### config.mk
export PLATFORM = sky130hd
export DESIGN_NAME = uart_cmd_sequencer
export DESIGN_NICKNAME = d
export VERILOG_FILES = /design/src/rtl/uart_cmd_pkg.sv /design/src/rtl/sync_fifo.sv /design/src/rtl/uart_cmd_sequencer.sv
export SDC_FILE = /design/constraint.sdc
export NUM_CORES = 1
export LEC_CHECK = 0
export CAP_MARGIN = 20
export CORE_MARGIN = 2
export CORE_UTILIZATION = 40
export CTS_CLUSTER_SIZE = 20
export DETAILED_ROUTE_END_ITERATION = 6
export GPL_TIMING_DRIVEN = 0
export PLACE_DENSITY = 0.71
export SKIP_LAST_GASP = 1
export SYNTH_ARGS = -nofsm -noshare
export SYNTH_HDL_FRONTEND = slang
export SYNTH_SLANG_ARGS = --single-unit
### constraint.sdc
create_clock -name clk12m -period 9.1 [get_ports clk12m]
set_input_delay 2.275 -clock clk12m [delete_from_list [all_inputs] [get_ports clk12m]]
set_output_delay 2.275 -clock clk12m [all_outputs]
set_load 0.02 [all_outputs]
### src/rtl/uart_cmd_pkg.sv
`default_nettype none
// ============================================================================
// Module   : uart_cmd_pkg
// Brief    : Shared types, ASCII constants and helpers for the UART command
//            sequencer.
// Revision : 1.0  initial release
// ============================================================================
package uart_cmd_pkg;

  // Parser state; explicit 3-bit encoding
  typedef enum logic [2:0] {
    ST_IDLE = 3'd0,
    ST_D_MT = 3'd1,
    ST_D_MO = 3'd2,
    ST_D_ST = 3'd3,
    ST_D_SO = 3'd4,
    ST_W_CR = 3'd5
  } state_e;

  localparam logic [7:0] CMD_TIME_L  = 8'h6c;  // 'l'
  localparam logic [7:0] CMD_TIME_U  = 8'h4c;  // 'L'
  localparam logic [7:0] CMD_ALARM_L = 8'h61;  // 'a'
  localparam logic [7:0] CMD_ALARM_U = 8'h41;  // 'A'
  localparam logic [7:0] CMD_TOGGLE  = 8'h40;  // '@'
  localparam logic [7:0] CR          = 8'h0d;
  localparam logic [7:0] ERR_CHAR    = 8'h3f;  // '?'
  localparam logic [7:0] ASCII_ZERO  = 8'h30;  // '0'

  localparam logic CMD_TYPE_TIME  = 1'b0;
  localparam logic CMD_TYPE_ALARM = 1'b1;

  // True when b is an ASCII digit in the range '0'..('0'+max)
  function automatic logic ascii_digit_ok(input logic [7:0] b, input logic [3:0] max);
    return (b >= ASCII_ZERO) && (b <= (ASCII_ZERO + {4'h0, max}));
  endfunction

endpackage
`default_nettype wire

### src/rtl/sync_fifo.sv
`default_nettype none
// ============================================================================
// Module   : sync_fifo
// Brief    : Single-clock FIFO with synchronous reset. A push while full is
//            accepted only if a pop happens in the same cycle. Read data is
//            the head entry, valid whenever o_empty is low.
// Revision : 1.0  initial release
// ============================================================================
module sync_fifo #(
  parameter int WIDTH = 8,
  parameter int DEPTH = 4   // power of two, at least 2
) (
  input  logic             clk,
  input  logic             rst,
  input  logic             i_push,
  input  logic [WIDTH-1:0] i_din,
  input  logic             i_pop,
  output logic [WIDTH-1:0] o_dout,
  output logic             o_full,
  output logic             o_empty
);

  localparam int AW = $clog2(DEPTH);
  localparam int CW = AW + 1;

  logic [WIDTH-1:0] mem_q [DEPTH];
  logic [WIDTH-1:0] mem_d [DEPTH];
  logic [AW-1:0]    wr_q, wr_d;
  logic [AW-1:0]    rd_q, rd_d;
  logic [CW-1:0]    cnt_q, cnt_d;
  logic             w_do_push;
  logic             w_do_pop;

  assign o_full  = (cnt_q == CW'(DEPTH));
  assign o_empty = (cnt_q == '0);
  assign o_dout  = mem_q[rd_q];

  // Accept/pointer arithmetic; pointers wrap naturally at a power-of-two depth
  always_comb begin
    w_do_pop  = i_pop && !o_empty;
    w_do_push = i_push && (!o_full || w_do_pop);
    wr_d      = wr_q + AW'(w_do_push);
    rd_d      = rd_q + AW'(w_do_pop);
    cnt_d     = cnt_q + CW'(w_do_push) - CW'(w_do_pop);
    mem_d     = mem_q;
    if (w_do_push) begin
      mem_d[wr_q] = i_din;
    end
  end

  // Pointer and occupancy registers
  always_ff @(posedge clk) begin
    if (rst) begin
      wr_q  <= '0;
      rd_q  <= '0;
      cnt_q <= '0;
    end else begin
      wr_q  <= wr_d;
      rd_q  <= rd_d;
      cnt_q <= cnt_d;
    end
  end

  // Storage needs no reset: entries are only read after being written
  always_ff @(posedge clk) begin
    mem_q <= mem_d;
  end

endmodule
`default_nettype wire

### src/rtl/uart_cmd_sequencer.sv
`default_nettype none
// ============================================================================
// Module   : uart_cmd_sequencer
// Brief    : Parses UART command bytes ('l'/'L' time, 'a'/'A' alarm, '@'
//            toggle), validates MM:SS digits, pulses load strobes with BCD
//            digits and echoes accepted bytes ('?' on error) via a FIFO.
// Revision : 1.0  initial release
// ============================================================================
module uart_cmd_sequencer
  import uart_cmd_pkg::*;
#(
  parameter int TIMEOUT    = 12000000,
  parameter int TO_W       = 24,
  parameter int FIFO_DEPTH = 4
) (
  input  logic       clk12m,
  input  logic       rst,
  input  logic [7:0] rx_data,
  input  logic       rx_data_rdy,
  input  logic       tx_busy,
  output logic [7:0] tx_data,
  output logic       tx_data_rdy,
  output logic       ld_time,
  output logic       ld_alarm,
  output logic [3:0] dig_mt,
  output logic [3:0] dig_mo,
  output logic [3:0] dig_st,
  output logic [3:0] dig_so,
  output logic       alarm_en,
  output logic       cmd_err,
  output logic       busy,
  output logic       tx_drop
);

  localparam logic [TO_W-1:0] TO_LAST = TO_W'(TIMEOUT - 1);

  state_e          state_q, state_d;
  logic            type_q, type_d;
  logic [3:0]      sh_mt_q, sh_mt_d, sh_mo_q, sh_mo_d;
  logic [3:0]      sh_st_q, sh_st_d, sh_so_q, sh_so_d;
  logic [3:0]      dig_mt_q, dig_mt_d, dig_mo_q, dig_mo_d;
  logic [3:0]      dig_st_q, dig_st_d, dig_so_q, dig_so_d;
  logic            alarm_en_q, alarm_en_d;
  logic            ld_time_q, ld_time_d;
  logic            ld_alarm_q, ld_alarm_d;
  logic            cmd_err_q, cmd_err_d;
  logic            busy_q, busy_d;
  logic [TO_W-1:0] to_q, to_d;
  logic [7:0]      tx_data_q, tx_data_d;
  logic            tx_data_rdy_q, tx_data_rdy_d;
  logic            tx_drop_q, tx_drop_d;

  logic            w_err;
  logic            w_push;
  logic [7:0]      w_push_data;
  logic            w_pop;
  logic [7:0]      w_fifo_dout;
  logic            w_fifo_full;
  logic            w_fifo_empty;

  // Parser next-state, shadow/digit updates, strobes and echo selection
  always_comb begin
    state_d     = state_q;
    type_d      = type_q;
    sh_mt_d     = sh_mt_q;
    sh_mo_d     = sh_mo_q;
    sh_st_d     = sh_st_q;
    sh_so_d     = sh_so_q;
    dig_mt_d    = dig_mt_q;
    dig_mo_d    = dig_mo_q;
    dig_st_d    = dig_st_q;
    dig_so_d    = dig_so_q;
    alarm_en_d  = alarm_en_q;
    ld_time_d   = 1'b0;
    ld_alarm_d  = 1'b0;
    cmd_err_d   = 1'b0;
    w_err       = 1'b0;
    w_push      = 1'b0;
    w_push_data = rx_data;

    // Low nibble of an ASCII digit is its BCD value
    if (rx_data_rdy) begin
      case (state_q)
        ST_IDLE: begin
          if (rx_data == CMD_TIME_L || rx_data == CMD_TIME_U) begin
            type_d  = CMD_TYPE_TIME;
            state_d = ST_D_MT;
            w_push  = 1'b1;
          end else if (rx_data == CMD_ALARM_L || rx_data == CMD_ALARM_U) begin
            type_d  = CMD_TYPE_ALARM;
            state_d = ST_D_MT;
            w_push  = 1'b1;
          end else if (rx_data == CMD_TOGGLE) begin
            alarm_en_d = !alarm_en_q;
            w_push     = 1'b1;
          end
        end
        ST_D_MT: begin
          if (ascii_digit_ok(rx_data, 4'd5)) begin
            sh_mt_d = rx_data[3:0];
            state_d = ST_D_MO;
            w_push  = 1'b1;
          end else begin
            w_err = 1'b1;
          end
        end
        ST_D_MO: begin
          if (ascii_digit_ok(rx_data, 4'd9)) begin
            sh_mo_d = rx_data[3:0];
            state_d = ST_D_ST;
            w_push  = 1'b1;
          end else begin
            w_err = 1'b1;
          end
        end
        ST_D_ST: begin
          if (ascii_digit_ok(rx_data, 4'd5)) begin
            sh_st_d = rx_data[3:0];
            state_d = ST_D_SO;
            w_push  = 1'b1;
          end else begin
            w_err = 1'b1;
          end
        end
        ST_D_SO: begin
          if (ascii_digit_ok(rx_data, 4'd9)) begin
            sh_so_d = rx_data[3:0];
            state_d = ST_W_CR;
            w_push  = 1'b1;
          end else begin
            w_err = 1'b1;
          end
        end
        ST_W_CR: begin
          if (rx_data == CR) begin
            dig_mt_d   = sh_mt_q;
            dig_mo_d   = sh_mo_q;
            dig_st_d   = sh_st_q;
            dig_so_d   = sh_so_q;
            ld_time_d  = (type_q == CMD_TYPE_TIME);
            ld_alarm_d = (type_q == CMD_TYPE_ALARM);
            state_d    = ST_IDLE;
            w_push     = 1'b1;
          end else begin
            w_err = 1'b1;
          end
        end
        default: state_d = ST_IDLE;
      endcase
    end else if (state_q != ST_IDLE && to_q == TO_LAST) begin
      // Timeout only fires when no byte arrives on the expiry cycle
      w_err = 1'b1;
    end

    if (w_err) begin
      cmd_err_d   = 1'b1;
      w_push      = 1'b1;
      w_push_data = ERR_CHAR;
      state_d     = ST_IDLE;
    end

    busy_d = (state_d != ST_IDLE);
  end

  // Timeout counter, transmit handshake and drop flag
  always_comb begin
    if (state_d == ST_IDLE || rx_data_rdy) begin
      to_d = '0;
    end else begin
      to_d = to_q + TO_W'(1);
    end
    // A strobe is never followed directly by another, giving tx_busy a cycle to rise
    w_pop         = !w_fifo_empty && !tx_busy && !tx_data_rdy_q;
    tx_data_rdy_d = w_pop;
    tx_data_d     = w_pop ? w_fifo_dout : tx_data_q;
    tx_drop_d     = tx_drop_q || (w_push && w_fifo_full && !w_pop);
  end

  // State and output registers
  always_ff @(posedge clk12m) begin
    if (rst) begin
      state_q       <= ST_IDLE;
      type_q        <= CMD_TYPE_TIME;
      sh_mt_q       <= '0;
      sh_mo_q       <= '0;
      sh_st_q       <= '0;
      sh_so_q       <= '0;
      dig_mt_q      <= '0;
      dig_mo_q      <= '0;
      dig_st_q      <= '0;
      dig_so_q      <= '0;
      alarm_en_q    <= 1'b0;
      ld_time_q     <= 1'b0;
      ld_alarm_q    <= 1'b0;
      cmd_err_q     <= 1'b0;
      busy_q        <= 1'b0;
      to_q          <= '0;
      tx_data_q     <= '0;
      tx_data_rdy_q <= 1'b0;
      tx_drop_q     <= 1'b0;
    end else begin
      state_q       <= state_d;
      type_q        <= type_d;
      sh_mt_q       <= sh_mt_d;
      sh_mo_q       <= sh_mo_d;
      sh_st_q       <= sh_st_d;
      sh_so_q       <= sh_so_d;
      dig_mt_q      <= dig_mt_d;
      dig_mo_q      <= dig_mo_d;
      dig_st_q      <= dig_st_d;
      dig_so_q      <= dig_so_d;
      alarm_en_q    <= alarm_en_d;
      ld_time_q     <= ld_time_d;
      ld_alarm_q    <= ld_alarm_d;
      cmd_err_q     <= cmd_err_d;
      busy_q        <= busy_d;
      to_q          <= to_d;
      tx_data_q     <= tx_data_d;
      tx_data_rdy_q <= tx_data_rdy_d;
      tx_drop_q     <= tx_drop_d;
    end
  end

  sync_fifo #(
    .WIDTH (8),
    .DEPTH (FIFO_DEPTH)
  ) u_echo_fifo (
    .clk     (clk12m),
    .rst     (rst),
    .i_push  (w_push),
    .i_din   (w_push_data),
    .i_pop   (w_pop),
    .o_dout  (w_fifo_dout),
    .o_full  (w_fifo_full),
    .o_empty (w_fifo_empty)
  );

  assign tx_data     = tx_data_q;
  assign tx_data_rdy = tx_data_rdy_q;
  assign ld_time     = ld_time_q;
  assign ld_alarm    = ld_alarm_q;
  assign dig_mt      = dig_mt_q;
  assign dig_mo      = dig_mo_q;
  assign dig_st      = dig_st_q;
  assign dig_so      = dig_so_q;
  assign alarm_en    = alarm_en_q;
  assign cmd_err     = cmd_err_q;
  assign busy        = busy_q;
  assign tx_drop     = tx_drop_q;

endmodule
`default_nettype wire

==> results of run 1 <==
-- power by group through the flow --
stage | Combinational [µW] | Clock (µW) | Sequential [µW]
4_1_cts | 156 | 695 | 553
3_5_place_dp | 155 | 0 | 562
6_report | 154 | 687 | 552
3_3_place_gp | 149 | 0 | 561
5_1_grt | 170 | 719 | 555
2_1_floorplan | 97.3 | 0 | 572
-- layout make-up --
class,instances,area (µm²)
plain buffers,21,103.9
clock buffers,22,495.5
clock inverters,9,126.4
fillers,970,5488
inverters,16,60.06
multi-input cells,280,1894
flip-flops and latches,114,2603
well taps,143,178.9
repair buffers,43,420.4
-- stage by stage --
step                      instances  instance area, µm²
after floorplan                 431                4642
after global placement          612                5201
after detailed placement        617                5260
after CTS                       648                5882
after global routing            648                5882
final                           648                5882
-- cell usage after synthesis, drive strengths merged, types with 3 or more instances --
cell     n  area share
mux2i   31       0.067
xnor2   17       0.032
mux4     8       0.039
dfxtp   82        0.35
nand4    4      0.0054
nor4     7      0.0094
nor4b    4      0.0075
nor2b    6      0.0081
o21ai    4      0.0043
inv     15       0.012
ha       5       0.013
nor2    79       0.064
edfxtp  32        0.21
or2      7      0.0094
nand3   12       0.013
nand2   30       0.024
a21oi   13       0.014
xor2    11       0.021
buf      5      0.0094
and3     3      0.0040
clkbuf  16       0.013
nor3    10       0.011
-- layer usage --
| metal | GRT usage | vias up | routed length, µm |
|---|---|---|---|
| met3 | 0.04083 | 16 | 333 |
| met5 | 0 | - | 0 |
| met4 | 0.07901 | 0 | 172 |
| li1 | - | 1624 | - |
| met2 | 0.2844 | 57 | 4892 |
| met1 | 0.1875 | 1575 | 4117 |
-- worst max-delay path by stage --
stage                from                     to  slack [ns]  cells past startpoint
2_1_floorplan  rx_data[1]  u_echo_fifo.mem_q[10]        3.72                      7
3_3_place_gp   rx_data[4]  u_echo_fifo.mem_q[13]        2.55                      7
3_5_place_dp   rx_data[2]   u_echo_fifo.cnt_q[2]        2.97                     13
4_1_cts        rx_data[2]   u_echo_fifo.cnt_q[2]        3.40                     13
5_1_grt        rx_data[2]   u_echo_fifo.cnt_q[2]        3.24                     13
6_report       rx_data[2]   u_echo_fifo.cnt_q[2]        3.38                     13
-- cell families after synthesis --
group	Yosys count	synth area share
XOR/XNOR	28	0.05283
AND/OR/NAND/NOR	177	0.1833
adder cells (fa/ha/maj)	6	0.01779
flip-flops	114	0.5606
AO/OA/AOI/OAI	30	0.04447
multiplexers	39	0.1057
buffers and inverters	37	0.03531
-- critical path, delay by kind of cell --
| family | cells | cell delay [ns] |
|---|---|---|
| buf+inv | 2 | 0.93 |
| xor+xnor | 2 | 0.31 |
| fa+ha+maj | 2 | 0.63 |
| compound gates | 3 | 0.98 |
| simple gates | 4 | 0.87 |
==> impl_metrics.csv, run 1 <==
group,metric,value,unit
clock_tree,cts_max_level,4,
pwr,p_per_area,236.9,nW/µm²
synth,ys_ff_latch,114,
floorplan,die-area,12480,µm²
clock_tree,clk_pin_slew_worst_paths,0.05,ns
finish,nets,511,
pwr,power_frac_seq,0.396,
timing,fin_setup_tns,0,ns
timing,finClkSkew,0.006941,ns
detailed_routing,dr.pass1.iters,4,
placement,hpwl,6.725,mm
synth,synth_cells,431,
pwr,p_leak,0.002147,µW
clock_tree,holdBufCountCts,0,
finish,regMostFlops,"u_echo_fifo.mem_q",
floorplan,die_w,111.7,µm
grt,grt_usage,0.1633,
detailed_routing,drt_wl_total,9.515,mm
timing,hold_violations,0,
worst_setup_path,start_kind,"input pin",
synth,async_flop_share,0,
pwr,p_sw,314.3,µW
timing,hold-worst-slack,0.4524,ns
pwr,max-vdd-ir-drop,0.1844,mV
timing,layout_setup_ws,3.384,ns
worst_setup_path,reg2reg_slack,5.64,ns
floorplan,die_h,111.7,µm
synth,synth_warnings,0,
clock_tree,cts-root-buf,"clkbuf_16",
clock_tree,clkLatencyLatePin,0.41,ns
worst_setup_path,worstPathMaxFanout,10,
clock_tree,cts_tree,"done",
placement,post-place-ws,2.965,ns
pwr,power,1393,µW
finish,antennaDiodeCount,0,
synth,synth_seq_area_share,0.5606,
timing,worstMarginPinSlew,1.059,ns
floorplan,io_pins,43,
floorplan,core.rowCount,39,
detailed_routing,via_per_inst,5.049,
outcome,status,"finished clean",
worst_setup_path,r2r_start,"state_q[2]",
detailed_routing,drc,0,
worst_setup_path,crit_chain,"clkdlybuf4s50_1 > clkbuf_1 > or3b_2 > o21ai_0 > a32o_1 > o41ai_1 > nor2b_1 > nor2_1 > ha_1 > fa_1 > xnor2_1 > xnor2_1 > nor2_1",
grt,overflow,0,
finish,final_cell_mix,"dfxtp_1 (82), nor2_1 (79), clkdlybuf4s50_1 (38)",
worst_hold_path,hold_path.class,"flop to flop",
detailed_routing,vias,3272,
timing,relSlewSlack,0.2881,
worst_setup_path,timing.rr.end,"u_echo_fifo.cnt_q[2]",
synth,syn_avg_cell_area,10.77,µm²
grt,grt_pass1_wl,16.04,mm
finish,finish.utilization,0.5173,
pwr,p_clk_frac,0.493,
worst_setup_path,cpPeakStageDelay,0.58,ns
synth,syn-num-nets,449,
floorplan,start_util,0.4083,
pwr,internal_power,1079,µW
worst_setup_path,worst-setup-path-type,"input pin to flop",
job,max_cap_violations,0,
timing,slew_violations,0,
timing,period_minus_slack,5.716,ns
finish,areaGrowthSynthToFinish,26.71,%
worst_setup_path,rr_worst_depth,12,
finish,layout_commonest_cell,"dfxtp_1",
synth,synth_edf_count,32,
worst_setup_path,crit_required,9.38,ns
clock_tree,cts_resized,0,
grt,antenna_found_initial,0,
detailed_routing,drt_iter0_markers,289,
finish,largest_reg_flops,32,
clock_tree,clockBufferDepth,2,
timing,fmax,0.1749,GHz
worst_setup_path,crit_slowest_cell,"o41ai_1",
detailed_routing,ant_nets,0,
clock_tree,postCtsSetupBuffers,0,
detailed_routing,routedWlPerCell,14.68,µm
timing,fin_crit_sh,0.6282,
grt,grt_pass1_vias,3377,
worst_hold_path,min_from,"tx_data[2]",
pwr,pwr-share-comb,0.110,
worst_hold_path,worstHoldPathCells,2,
clock_tree,cts.sinks,114,
pwr,switching_share,0.2256,
grt,grt_start_max_net_pins,17,
floorplan,coreArea,11370,µm²
finish,drive_gt1_frac,0.1228,
clock_tree,cts_buffers,17,
synth,synth_area,4642,µm²
placement,gp_congestion,0.8444,
worst_setup_path,crit_path_end_kind,"flop",
worst_hold_path,hold_path_end,"tx_data[2]",
placement,port_buffers,38,
worst_setup_path,crit_arrival,5.99,ns
timing,setup_violations,0,
synth,synth_flop_cell,"dfxtp_1",
synth,yosysUniqueCellTypes,49,
timing,rsz0062_at_grt,"no",
Power figures use the tool's default switching activity.
==> run 2: changes to the inputs <==
--- a/config.mk
+++ b/config.mk
@@ -11,7 +11,7 @@
 export CTS_CLUSTER_SIZE = 20
 export DETAILED_ROUTE_END_ITERATION = 6
 export GPL_TIMING_DRIVEN = 0
-export PLACE_DENSITY = 0.71
+export PLACE_DENSITY = 0.73
 export SKIP_LAST_GASP = 1
 export SYNTH_ARGS = -nofsm -noshare
 export SYNTH_HDL_FRONTEND = slang
==> constraint.sdc (replaced) <==
create_clock -name clk12m -period 4.9 [get_ports clk12m]
set_input_delay 1.225 -clock clk12m [delete_from_list [all_inputs] [get_ports clk12m]]
set_output_delay 1.225 -clock clk12m [all_outputs]
set_load 0.02 [all_outputs]
==> impl_metrics.csv, run 2 (synthesis gave the netlist of run 1 again) <==
group,metric,value,unit
timing,finClkSkew,0.008865,ns
grt,grt_pass1_vias,3469,
grt,grt_start_max_net_pins,17,
finish,multi_input_area,1897,µm²
timing,worstMarginPinSlew,1.054,ns
clock_tree,cts-root-buf,"clkbuf_16",
timing,hold_violations,0,
floorplan,io_pins,43,
floorplan,coreArea,11370,µm²
timing,layout_setup_ws,0.3244,ns
worst_setup_path,start_kind,"input pin",
worst_setup_path,crit_required,5.17,ns
clock_tree,cts_max_level,4,
worst_setup_path,crit_path_end_kind,"flop",
timing,setup_violations,0,
timing,period_minus_slack,4.576,ns
floorplan,die-area,12480,µm²
pwr,p_per_area,435.6,nW/µm²
placement,post-place-ws,-0.1983,ns
floorplan,die_w,111.7,µm
worst_setup_path,worst-setup-path-type,"input pin to flop",
finish,drive_gt1_frac,0.1285,
floorplan,core.rowCount,39,
placement,port_buffers,38,
detailed_routing,drt_wl_total,9.957,mm
outcome,status,"finished clean",
clock_tree,cts.sinks,114,
detailed_routing,ant_nets,0,
timing,fmax,0.2186,GHz
finish,final_cell_mix,"dfxtp_1 (82), nor2_1 (79), clkdlybuf4s50_1 (38)",
worst_setup_path,worstPathMaxFanout,10,
finish,layout_commonest_cell,"dfxtp_1",
worst_hold_path,hold_path.class,"flop to flop",
finish,regMostFlops,"u_echo_fifo.mem_q",
detailed_routing,routedWlPerCell,15.34,µm
timing,rsz0062_at_grt,"no",
finish,fillers,1010,
finish,regArea,2603,µm²
detailed_routing,dr.pass1.iters,4,
floorplan,start_util,0.4083,
grt,overflow,0,
placement,hpwl,6.968,mm
timing,fin_crit_sh,0.9338,
worst_setup_path,crit_arrival,4.85,ns
detailed_routing,via_per_inst,5.114,
finish,largest_reg_flops,32,
finish,areaGrowthSynthToFinish,26.58,%
grt,antenna_found_initial,0,
finish,finish.utilization,0.5168,
pwr,max-vdd-ir-drop,0.3123,mV
clock_tree,cts_tree,"done",
detailed_routing,drt_iter0_markers,253,
floorplan,die_h,111.7,µm
timing,relSlewSlack,0.2914,
clock_tree,postCtsSetupBuffers,0,
placement,gp_congestion,0.8267,
clock_tree,cts_buffers,17,
finish,nets,511,
clock_tree,clk_pin_slew_worst_paths,0.05,ns
clock_tree,clockBufferDepth,2,
finish,antennaDiodeCount,0,
timing,fin_setup_tns,0,ns
clock_tree,clkLatencyLatePin,0.41,ns
timing,slew_violations,0,
job,max_cap_violations,0,
grt,grt_pass1_wl,16.24,mm
clock_tree,holdBufCountCts,0,
grt,grt_usage,0.1657,
detailed_routing,vias,3319,
detailed_routing,drc,0,
pwr,p_leak,0.002136,µW
run 2: changes by cell type in the layout (fill, tap and decap cells not counted), sizes merged:
| cell | previous run | this run |
|---|---|---|
| bufinv | 3 | 2 |
| clkinvlp | 1 | 4 |
| clkdlybuf4s18 | 1 | 0 |
run 2: power by group:
| part | internal (µW) | total, µW | switching (µW) |
|---|---|---|---|
| combinational | 136 | 290 | 154 |
| sequential | 1000 | 1030 | 22.5 |
| clock | 818 | 1240 | 425 |
run 2: repair_timing:
action | CTS | global route
hold endpoints to repair | 0 | 0
endpoints found under the setup margin | 0 | 1
resized for setup | 0 | 1
run 2: layout make-up:
class,count,share of cell area
Tap cell,143,0.03045
Clock inverter,11,0.02151
Clock buffer,21,0.08369
Timing Repair Buffer,43,0.07070
Inverter,16,0.01022
Buffer,21,0.01767
Sequential cell,114,0.4429
Multi-Input combinational cell,280,0.3228
run 2: metrics by stage:
stage / std cells / area [µm²] / power, µW / hold WS [ns]
6_report: 649 / 5876 / 2559 / 0.4507
3_3_place_gp: 612 / 5201 / 1321 / 0.4437
2_1_floorplan: 431 / 4642 / 1244 / 0.4276
3_5_place_dp: 616 / 5250 / 1335 / 0.4453
5_1_grt: 649 / 5876 / 2664 / 0.4794
4_1_cts: 648 / 5868 / 2580 / 0.4529
run 2: worst max-delay path: stages:
cell and delay, ns:
clkdlybuf4s50_1 0.47, clkbuf_1 0.40, or3b_2 0.20, o21ai_0 0.10, a32o_1 0.30, o41ai_1 0.58, nor2b_2 0.39, nor2_1 0.11
ha_1 0.24, fa_1 0.42, xnor2_1 0.18, xnor2_1 0.14, nor2_1 0.07
run 2: routing by layer:
| metal | track usage | vias up | share of wire |
|---|---|---|---|
| li1 | - | 1618 | - |
| met1 | 0.1847 | 1631 | 0.41 |
| met2 | 0.2994 | 61 | 0.54 |
| met3 | 0.04682 | 9 | 0.035 |
| met4 | 0.06337 | 0 | 0.010 |
| met5 | 0 | - | 0 |
run 2: path summary, 6_finish.rpt:
path,startpoint,end,slack [ns],cells after the start
hold / removal,tx_data[3],tx_data[3],0.45,2
hold reg to reg,tx_data[3],tx_data[3],0.45,2
setup / recovery,rx_data[2],u_echo_fifo.cnt_q[2],0.32,13
setup reg to reg,state_q[2],u_echo_fifo.cnt_q[2],1.46,12
==> RTL edit 1 (config.mk and constraints of run 1) <==
The parameter `TIMEOUT` goes from 12000000 to 9000000.
--- a/src/rtl/uart_cmd_sequencer.sv
+++ b/src/rtl/uart_cmd_sequencer.sv
@@ -9,7 +9,7 @@
 module uart_cmd_sequencer
   import uart_cmd_pkg::*;
 #(
-  parameter int TIMEOUT    = 12000000,
+  parameter int TIMEOUT    = 9000000,
   parameter int TO_W       = 24,
   parameter int FIFO_DEPTH = 4
 ) (
Function: same outputs for any inputs over 4 cycles, from zero or initial values and one cycle with rst high; that may be too few to reach the edited logic, so the function may still have changed.
==> RTL edit 1 against run 1 <==
  * First-iteration DRC count decreased by 31%
  * Die area rose by 0.52%
  * Sequential cell count unchanged
  * Register-to-register slack better by 0.22 ns
  * Worst setup slack gained 0.61 ns
  * Power fell by 3.3%
  * Sequential share of layout area grew 0.21 points
  * Wire length increased by 4.4%
  * Clock power shrank 5.4%
  * Cell area fell by 0.47%
  * Global-route usage increased by 0.30 points
  * Synthesized area up 0.54%
  * Synthesized cell count rose by 1.4%
  * Largest cell class unchanged
  * Highest routed layer unchanged
==> RTL edit 1: results <==
set metrics [dict create \
    status "finished, final reports clean" \
    clock-root-buffer "clkbuf_16" \
    synth-edff-count 32 \
    wl_per_cell_um 15.2 \
    worst_pin_slew_ns 1.01 \
    min_path_type "register to register" \
    antenna_found_initial 0 \
    insertion_delay_ns 0.41 \
    globalRouteTotalUtil 0.166 \
    drive_gt1_frac 0.114 \
    insertedDiodeCount 0 \
    drt_wl_total_um 9940 \
    slowest_stage "clkdlybuf4s50_1" \
    async_flop_share 0 \
    synthTopCellsByArea "dfxtp_1, edfxtp_1, mux2i_1" \
    finClkSkew_ns 0.00683 \
    yosysWarnings 0 \
    drtPass1Iterations 5 \
    largest_reg_flops 32 \
    place_congestion 0.881 \
    dp_cells 623 \
    crit_arrival_ns 5.39 \
    place_ws_ns 3.58 \
    grt_pass1_wl_um 16300 \
    vias_per_cell 5.05 \
    startpoint "rx_data[1]" \
    portBuffers 40 \
    p_leak_uw 0.00224 \
    drt_iter0_markers 198 \
    crit_fanout 8 \
    cts.repair.resized 0 \
    cp_top_family "compound AO/OA/AOI/OAI gates" \
    cts_inserted_buffers 17 \
    grt_pass1_vias 3399 \
    slowest_delay_ns 0.66 \
    ys_seq_area_frac 0.558 \
    final_nets 517 \
    cts_hold_buf 0 \
    postCtsSetupBuffers 0 \
    fillerInstances 1026 \
    hpwl_um 7040 \
    synth_cell_type_count 49 \
    synth_area_per_cell_um2 10.7 \
    peakVddDrop_v 0.000164 \
    synthTopCellsByCount "dfxtp_1, nor2_1, nand2_1" \
    r2r_start "state_q[2]" \
    path_clk_slew_ns 0.05 \
    synthesis.nets 455 \
    hold_start "tx_data[6]" \
    grt_max_degree 17 \
    cts_buffer_depth 2 \
    htree_num_levels 4 \
    largest-register "u_echo_fifo.mem_q" \
]
RTL edit 1: worst paths after layout:
kind                                         endpoint  slack, ns  cells past startpoint
worst min register to register             tx_data[6]       0.46                      2
worst min-delay path                       tx_data[6]       0.46                      2
worst max register to register  u_echo_fifo.mem_q[12]       5.86                      7
worst max-delay path             u_echo_fifo.cnt_q[2]       3.99                     13
RTL edit 1: power by group:
group / leakage, uW / internal, uW / switching (uW) / total, uW
Sequential: 0.000949 / 540 / 11.1 / 551
Clock: 0.000289 / 438 / 212 / 650
Combinational: 0.000998 / 69.5 / 76.4 / 146
Total: 0.00224 / 1050 / 300 / 1350
RTL edit 1: cells by family (layout without fill, tap and decap cells):
family,after synthesis,after routing,share of synthesized area
DFF,114,114,0.558
xor gates and xnor gates,28,28,0.0525
AOI/OAI and AO/OA,34,34,0.0485
muxes,38,38,0.103
buffers and inverters,37,111,0.0351
and+or+nand+nor,180,180,0.186
adders and majority gates,6,6,0.0177
RTL edit 1: area by class of cell:
type                            count  area share
Buffer                             22      0.0184
Clock buffer                       26      0.0872
Clock inverter                      5      0.0128
Inverter                           15     0.00962
Multi-Input combinational cell    286       0.325
Sequential cell                   114       0.445
Tap cell                          143      0.0306
Timing Repair Buffer               43      0.0722
RTL edit 1: per-stage QoR:
step           utilization  total power, uW  cell area, um2  hold slack (ns)
3_3_place_gp         0.459              703            5250            0.444
6_report             0.513             1350            5850            0.459
5_1_grt              0.513             1400            5850            0.487
2_1_floorplan            -              659            4670            0.438
3_5_place_dp         0.461              709            5270            0.450
4_1_cts              0.513             1360            5850            0.457
RTL edit 1: tightest hold or removal path: stages, from the launching register on:
cell     delay (ns)
dfxtp_1        0.30
nand2_1        0.05
a21oi_1        0.05
RTL edit 1: routing by layer:
metal | vias to the layer above | wire (um) | part of all wire | global-route usage
li1 | 1632 | - | - | -
met3 | 10 | 563 | 0.057 | 0.0556
met1 | 1589 | 4400 | 0.44 | 0.206
met2 | 72 | 4850 | 0.49 | 0.269
met5 | - | 0 | 0 | 0
met4 | 0 | 131 | 0.013 | 0.0667
==> RTL edit 2 (config.mk and constraints of run 1) <==
Without the edit above. `sh_mt_q`, `sh_mo_q`, `sh_st_q`, `sh_so_q`, `to_q` and `tx_data_q` no longer have a reset.
--- a/src/rtl/uart_cmd_sequencer.sv
+++ b/src/rtl/uart_cmd_sequencer.sv
@@ -181,10 +181,6 @@
     if (rst) begin
       state_q       <= ST_IDLE;
       type_q        <= CMD_TYPE_TIME;
-      sh_mt_q       <= '0;
-      sh_mo_q       <= '0;
-      sh_st_q       <= '0;
-      sh_so_q       <= '0;
       dig_mt_q      <= '0;
       dig_mo_q      <= '0;
       dig_st_q      <= '0;
@@ -194,17 +190,11 @@
       ld_alarm_q    <= 1'b0;
       cmd_err_q     <= 1'b0;
       busy_q        <= 1'b0;
-      to_q          <= '0;
-      tx_data_q     <= '0;
       tx_data_rdy_q <= 1'b0;
       tx_drop_q     <= 1'b0;
     end else begin
       state_q       <= state_d;
       type_q        <= type_d;
-      sh_mt_q       <= sh_mt_d;
-      sh_mo_q       <= sh_mo_d;
-      sh_st_q       <= sh_st_d;
-      sh_so_q       <= sh_so_d;
       dig_mt_q      <= dig_mt_d;
       dig_mo_q      <= dig_mo_d;
       dig_st_q      <= dig_st_d;
@@ -214,11 +204,18 @@
       ld_alarm_q    <= ld_alarm_d;
       cmd_err_q     <= cmd_err_d;
       busy_q        <= busy_d;
-      to_q          <= to_d;
-      tx_data_q     <= tx_data_d;
       tx_data_rdy_q <= tx_data_rdy_d;
       tx_drop_q     <= tx_drop_d;
     end
+  end
+
+  always_ff @(posedge clk12m) begin
+    sh_mt_q   <= sh_mt_d;
+    sh_mo_q   <= sh_mo_d;
+    sh_st_q   <= sh_st_d;
+    sh_so_q   <= sh_so_d;
+    to_q      <= to_d;
+    tx_data_q <= tx_data_d;
   end
 
   sync_fifo #(
Behaviour: differs if rst is asserted again (counterexample within 4 cycles, from zero or initial values and one cycle with rst high); with rst held inactive, the same outputs for 4 cycles.
==> RTL edit 2 against run 1 <==
  * The run now ends with design-rule violations left
  * Clock skew up 0.0026 ns
  * Wire length down 1.9%
  * Sequential cell count unchanged
  * Power up 0.56%
  * Cell area up 0.91%
  * Worst setup slack better by 0.51 ns
  * First-iteration DRC count down 42%
  * Synthesized area up 2.3%
  * Sequential power up 5.1%
  * Critical endpoint unchanged
  * Highest routed layer unchanged
==> RTL edit 2: results <==
set metrics [dict create \
    cts_inserted_buffers 17 \
    p_sw_uw 320 \
    placed_cell_area_mm2 0.00534 \
    p_leak_uw 0.00201 \
    synthTopCellsByArea "edfxtp_1, dfxtp_1, mux4_2" \
    grtUsageMet3 0.0525 \
    grtUsageMet1 0.176 \
    synth-edff-count 56 \
    vias 3204 \
    dp_cells 586 \
    vias_per_cell 5.18 \
    place_ws_ns 3.49 \
    finClkSkew_ns 0.00955 \
    drive_gt1_frac 0.158 \
    synth_cell_type_count 57 \
    place_congestion 0.825 \
    peakVddDrop_v 0.000124 \
    drt_iter0_markers 168 \
    netlist_instances 402 \
    status "finished, violations left" \
    gr-usage-met2 0.266 \
    drt_wl_total_um 9340 \
    drtPass1Iterations 6 \
    violations "design-rule violations" \
    globalRouteTotalUtil 0.154 \
    final_nets 481 \
    worst_pin_slew_ns 0.908 \
    synthesis.nets 420 \
    fillerInstances 997 \
    dr_wl_met3_um 543 \
    met1_length_um 4050 \
    portBuffers 41 \
    crit_arrival_ns 5.48 \
    ys_seq_area_frac 0.599 \
    post-route-drc-count 3 \
]
## RTL edit 2: cells by family (layout without fill, tap and decap cells)
kind of cell,count (synthesis),in the layout,share of synthesized area
xor+xnor,27,27,0.0498
buf+inv,28,102,0.0303
simple gates,173,173,0.196
fa+ha+maj,6,6,0.0174
compound gates,46,46,0.0703
flops,114,114,0.599
mux,8,8,0.0379
## RTL edit 2: path summary, 6_finish.rpt
| check | start | to | slack [ns] | cells after the start |
|---|---|---|---|---|
| max | rx_data[1] | u_echo_fifo.cnt_q[2] | 3.89 | 12 |
| min reg2reg | to_q[0] | to_q[0] | 0.45 | 1 |
| min | to_q[0] | to_q[0] | 0.45 | 1 |
| max reg2reg | state_q[2] | u_echo_fifo.mem_q[22] | 6.21 | 6 |
## RTL edit 2: layout make-up
| type | count | area share |
|---|---|---|
| flip-flops and latches | 114 | 0.479 |
| plain buffers | 19 | 0.0185 |
| well taps | 143 | 0.0301 |
| clock buffers | 23 | 0.0826 |
| inverters | 9 | 0.00569 |
| multi-input cells | 260 | 0.297 |
| repair buffers | 42 | 0.0700 |
| clock inverters | 9 | 0.0171 |
## RTL edit 2: critical path, stage by stage
cell and delay, ns:
clkdlybuf4s50_1 0.69, nor4_1 0.51, a21boi_1 0.16, o31ai_2 0.36
and2_4 0.25, buf_6 0.14, a21boi_1 0.10, ha_1 0.22
fa_1 0.38, xnor2_1 0.18, xnor2_1 0.14, nor2_1 0.06
## RTL edit 2: power groups by stage
stage,combinational [uW],sequential [uW],clock [uW]
finish,165,580,656
global route,183,583,692
CTS,166,581,666
detailed placement,163,591,0
global placement,160,590,0
floorplan,97.2,605,0
